**src/rtl/apurador_votos.sv**
```systemverilog
// Day-vote sequencer: polls each living player for one vote target, tallies
// votes per target, then scans the tally for a unique most-voted player.
//
// state        | meaning
// OCIOSO       | idle, waiting for iniciar
// ZERA         | clear tally, voter index and results
// SELECIONA    | decide whether the current player may vote
// AGUARDA_VOTO | wait for a valid vote strobe from the current player
// REGISTRA     | add the captured vote to the tally
// PROXIMO      | advance to the next player or start the scan
// APURA        | scan one tally entry per cycle for the maximum
// RESULTADO    | results latched, votou high until iniciar drops
module apurador_votos #(
  parameter int N_JOGADORES = 5,
  parameter int W_IDX       = 3,
  parameter int W_CNT       = 3
) (
  input  logic                   clock,
  input  logic                   reset,
  input  logic                   iniciar,
  input  logic [N_JOGADORES-1:0] vivos,
  input  logic                   voto_valido,
  input  logic [W_IDX-1:0]       voto_alvo,
  input  logic [W_IDX-1:0]       lobo_idx,
  output logic [W_IDX-1:0]       jogador_atual,
  output logic                   aguardando_voto,
  output logic                   voto_rejeitado,
  output logic                   votou,
  output logic                   acertou,
  output logic                   empate,
  output logic [W_IDX-1:0]       eliminado_idx,
  output logic [2:0]             db_estado
);

  localparam int NP = 2 ** W_IDX;
  localparam logic [W_IDX-1:0] ULTIMO = W_IDX'(N_JOGADORES - 1);

  typedef enum logic [2:0] {
    OCIOSO       = 3'd0,
    ZERA         = 3'd1,
    SELECIONA    = 3'd2,
    AGUARDA_VOTO = 3'd3,
    REGISTRA     = 3'd4,
    PROXIMO      = 3'd5,
    APURA        = 3'd6,
    RESULTADO    = 3'd7
  } estado_t;

  estado_t estado, proximo;

  // The tally is sized to the full index range so any index is in bounds;
  // entries at or above N_JOGADORES are never incremented.
  logic [W_CNT-1:0] contagem [NP];
  logic [NP-1:0]    vivos_ext;
  logic [W_IDX-1:0] alvo_reg;
  logic [W_IDX-1:0] k_idx;
  logic [W_CNT-1:0] max_reg, max_n;
  logic [W_IDX-1:0] cand_reg, cand_n;
  logic             tie_reg, tie_n, empate_n;
  logic             voto_ok;
  logic             aborta;

  assign vivos_ext = NP'(vivos);
  assign voto_ok   = (voto_alvo <= ULTIMO) && vivos_ext[voto_alvo];
  assign aborta    = !iniciar && (estado != OCIOSO) && (estado != RESULTADO);

  assign aguardando_voto = (estado == AGUARDA_VOTO);
  assign votou           = (estado == RESULTADO);
  assign db_estado       = estado;

  // state register
  always_ff @(posedge clock or posedge reset) begin
    if (reset) estado <= OCIOSO;
    else       estado <= proximo;
  end

  // next-state and rejection pulse; a dropped iniciar overrides everything
  always_comb begin
    proximo        = estado;
    voto_rejeitado = 1'b0;
    case (estado)
      OCIOSO:       if (iniciar) proximo = ZERA;
      ZERA:         proximo = SELECIONA;
      SELECIONA:    proximo = vivos_ext[jogador_atual] ? AGUARDA_VOTO : PROXIMO;
      AGUARDA_VOTO: if (voto_valido) begin
                      if (voto_ok) proximo = REGISTRA;
                      else         voto_rejeitado = 1'b1;
                    end
      REGISTRA:     proximo = PROXIMO;
      PROXIMO:      proximo = (jogador_atual == ULTIMO) ? APURA : SELECIONA;
      APURA:        if (k_idx == ULTIMO) proximo = RESULTADO;
      RESULTADO:    if (!iniciar) proximo = OCIOSO;
      default:      proximo = OCIOSO;
    endcase
    if (aborta) begin
      proximo        = OCIOSO;
      voto_rejeitado = 1'b0;
    end
  end

  // running maximum including the tally entry under scan this cycle
  always_comb begin
    max_n  = max_reg;
    cand_n = cand_reg;
    tie_n  = tie_reg;
    if (contagem[k_idx] > max_reg) begin
      max_n  = contagem[k_idx];
      cand_n = k_idx;
      tie_n  = 1'b0;
    end else if ((contagem[k_idx] == max_reg) && (max_reg != '0)) begin
      tie_n = 1'b1;
    end
    empate_n = tie_n || (max_n == '0);
  end

  // datapath: tally, voter index, scan registers and latched results
  always_ff @(posedge clock or posedge reset) begin
    if (reset) begin
      for (int i = 0; i < NP; i++) contagem[i] <= '0;
      jogador_atual <= '0;
      alvo_reg      <= '0;
      k_idx         <= '0;
      max_reg       <= '0;
      cand_reg      <= '0;
      tie_reg       <= 1'b0;
      acertou       <= 1'b0;
      empate        <= 1'b0;
      eliminado_idx <= '0;
    end else if (!aborta) begin
      case (estado)
        ZERA: begin
          for (int i = 0; i < NP; i++) contagem[i] <= '0;
          jogador_atual <= '0;
          acertou       <= 1'b0;
          empate        <= 1'b0;
          eliminado_idx <= '0;
        end
        AGUARDA_VOTO: if (voto_valido) alvo_reg <= voto_alvo;
        REGISTRA:     contagem[alvo_reg] <= contagem[alvo_reg] + W_CNT'(1);
        PROXIMO: begin
          if (jogador_atual == ULTIMO) begin
            k_idx    <= '0;
            max_reg  <= '0;
            cand_reg <= '0;
            tie_reg  <= 1'b0;
          end else begin
            jogador_atual <= jogador_atual + W_IDX'(1);
          end
        end
        APURA: begin
          max_reg  <= max_n;
          cand_reg <= cand_n;
          tie_reg  <= tie_n;
          k_idx    <= k_idx + W_IDX'(1);
          if (k_idx == ULTIMO) begin
            empate        <= empate_n;
            eliminado_idx <= empate_n ? '0 : cand_n;
            acertou       <= !empate_n && (cand_n == lobo_idx);
          end
        end
        default: ;
      endcase
    end
  end

endmodule

```
**config.mk**
```make
export PLATFORM = sky130hd
export DESIGN_NAME = apurador_votos
export DESIGN_NICKNAME = d
export VERILOG_FILES = /design/src/rtl/apurador_votos.sv
export SDC_FILE = /design/constraint.sdc
export NUM_CORES = 1
export LEC_CHECK = 0
export CAP_MARGIN = 20
export CORE_UTILIZATION = 52
export DETAILED_ROUTE_END_ITERATION = 6
export PLACE_DENSITY = 0.77
export SYNTH_ARGS = -nofsm -noshare
export SYNTH_HDL_FRONTEND = slang
export SYNTH_SLANG_ARGS = --single-unit
```
**constraint.sdc**
```tcl
create_clock -name clock -period 3.4 [get_ports clock]
set_clock_uncertainty 0.1 [all_clocks]
set_input_delay 0.68 -clock clock [delete_from_list [all_inputs] [get_ports clock]]
set_output_delay 0.68 -clock clock [all_outputs]
set_load 0.1 [all_outputs]
```
==> results.cfg <==
[outcome]
status = finished, final reports clean

[clock_network]
clockBufferDepth = 2
htreeDepth = 2
root_buffer = clkbuf_8
insertion_delay_ns = 0.30
post_cts_buffers = 0
cts_made_buffers = 5
clock_sinks = 48
cts_tree = yes
clkTransAtPathRegs_ns = 0.09

[flow_run]
drv_cap = 0

[synth]
synth-seq-area-share_pct = 41.49
synth-seq-cells = 48
syn_nets = 306
synthArstFlopShare_pct = 100.0
syn_inst = 283
synthFlopType = dfrtp_1
synth_top_area_share_pct = 41.49
synth_edf_count = 0
yosysMostFrequentCell = dfrtp_1
synth_area_per_cell_sq_um = 10.23
netlist_area_sq_mm = 0.002895
synth_commonest_cells = 48 x dfrtp_1, 35 x nand2_1, 32 x o21ai_0, 15 x nor2_1, 14 x a22o_1
ys_types = 53
ys.warnings.count = 0
yosysTopAreaCell = dfrtp_1
yosys-top-cells-area = dfrtp_1 41%, o21ai_0 5.5%, mux4_2 5.4%

[grt]
groute.layer.met1.usage_pct = 32.89
grtUsageMet2_pct = 37.93
first_global_vias = 2279
grt_max_degree = 34
grt_pass1_wl_um = 11010
grt_overflow = 0
use_met3_pct = 3.713
gr-usage-all-layers_pct = 23.91
antenna_found_initial = 0
busiest_layer = met2

[route]
dr.pass1.iters = 4
wl_per_cell_um = 16.98
drc_errors = 0
routed_wl_um = 6504
drtIter0Drc = 147
vias_per_cell = 6.117
vias = 2343
detail-route-antenna-nets = 0

[power]
p_leak_nw = 1.465
power_density_mw_per_mm2 = 694.0
ir_worst_vdd_v = 0.0004448

[worst_hold_path]
holdCritStartpoint = acertou
hold_end = acertou
holdCritPathClass = flip-flop to flip-flop
whs_path_depth = 2

[sta]
worst_slew_pin_slew_ns = 0.6691
setup_viol = 0
hold_violations = 0
slew_headroom_pct = 55.05
rsz0062_at_grt = no
fin_crit_sh_pct = 96.53
report.final.slew_viol_count = 0
setup_tns_ns = 0
postLayoutSetupSlackWorst_ns = 0.1178
fmax_mhz = 304.7
period_needed_ns = 3.282

[setup_path]
timing.rr.end = eliminado_idx[2]
crit_path_end_kind = flip-flop
startpoint_type = flip-flop
arrival_ns = 3.36
critPathRequiredTime_ns = 3.48
cp_cell_sequence = buf_12, mux2_1, mux4_2, ha_1, nor2b_1, o21a_1, o21ba_4, mux2_4, o311ai_2, o21ai_1
max_stage_delay_ns = 0.48
crit_buf_inv = 1
critical_path_class = flip-flop to flip-flop
path_max_fanout = 15
crit-reg2reg-launch = k_idx[0]
r2r_cells = 10
reg2reg_slack_ns = 0.12
cp_slowest_cell = mux4_2
cp_top_family = multiplexers

[place]
post-dp-hpwl_um = 4857
port_buffers = 28
post-place-ws_ns = 0.1058
finalWeightedCongestion = 0.9639

[cells_and_area]
nets = 335
top_register = contagem
largest_reg_flops = 24
antenna_cells = 0
syn_to_final_growth_pct = 15.64
drive_above_1_share_pct = 17.89

[die]
initial_core_util_pct = 55.28
core_sq_mm = 0.005238
rows = 26
dieArea_sq_mm = 0.005870
io_pins = 29
die_x_um = 76.62
die_h_um = 76.62
[worst register-to-register path, delay by kind of cell (launching register included)]
family,cells,cell delay [ns]
DFF,1,0.40
muxes,3,1.13
AOI/OAI and AO/OA,4,0.94
adders and majority gates,1,0.30
buffers and inverters,1,0.16
and+or+nand+nor,1,0.14
[layout by cell type (no fill, tap or decap), types with 6 or more instances in the layout]
cell type	synthesis	final
a21oi_1	6	6
a22o_1	14	14
a32o_1	6	6
buf_4	0	18
clkdlybuf4s50_1	0	14
dfrtp_1	48	46
ha_1	8	8
inv_1	13	12
mux2_2	8	8
mux2i_1	8	8
mux4_2	7	7
nand2_1	35	35
nor2_1	15	14
nor3_1	7	7
o21ai_0	32	32
[worst max path at each step]
stage	startpoint	end	slack (ns)	depth (start not counted)
global placement	k_idx[0]	eliminado_idx[1]	0.18	10
finish	k_idx[0]	eliminado_idx[2]	0.12	10
CTS	k_idx[0]	eliminado_idx[2]	0.08	9
global route	k_idx[0]	eliminado_idx[1]	0.005	10
floorplan	db_estado[2]	voto_rejeitado	0.12	4
detailed placement	k_idx[0]	eliminado_idx[2]	0.11	9
[cell families (layout without fill, tap and decap cells)]
logic type / Yosys count / after routing / share of synthesized area (%)
buffers and inverters: 25 / 55 / 4.495
muxes: 31 / 31 / 15.73
adders and majority gates: 8 / 8 / 3.457
xor gates and xnor gates: 7 / 7 / 2.118
AOI/OAI and AO/OA: 81 / 81 / 19.27
and+or+nand+nor: 83 / 83 / 13.44
DFF: 48 / 48 / 41.49
[per-layer routing]
metal	routed length, um	share of wire, %
met3	371	5.7
met1	2846	44
met5	0	0
met2	3124	48
met4	162	2.5
[cell type report]
class                   count  area [sq um]
flip-flops and latches     48          1204
well taps                  70         87.58
clock inverters             2         35.03
clock buffers               6         72.57
inverters                  13         48.80
fillers                   429          1889
multi-input cells         210          1585
repair buffers             34         315.3
[stage by stage]
stage | cells | power [mW] | util (%) | area [sq um] | hold WS, ns
finish | 383 | 2.324 | 63.93 | 3348 | 0.3874
global route | 383 | 2.483 | 63.93 | 3348 | 0.4263
CTS | 383 | 2.317 | 63.81 | 3342 | 0.3922
detailed placement | 375 | 1.913 | 61.75 | 3234 | 0.3721
global placement | 375 | 1.882 | 61.75 | 3234 | 0.3636
floorplan | 283 | 1.672 | - | 2913 | 0.3492
[repair_timing]
action	CTS	global route
resized for setup	0	1
hold buffers	0	0
setup endpoints to repair	0	4
[power breakdown]
group / switching (mW) / internal, mW / leakage (nW)
Sequential: 0.201 / 0.663 / 0.652
Combinational: 0.643 / 0.413 / 0.758
Clock: 0.186 / 0.218 / 0.0552
No activity file was read; power rests on OpenSTA's default activity.
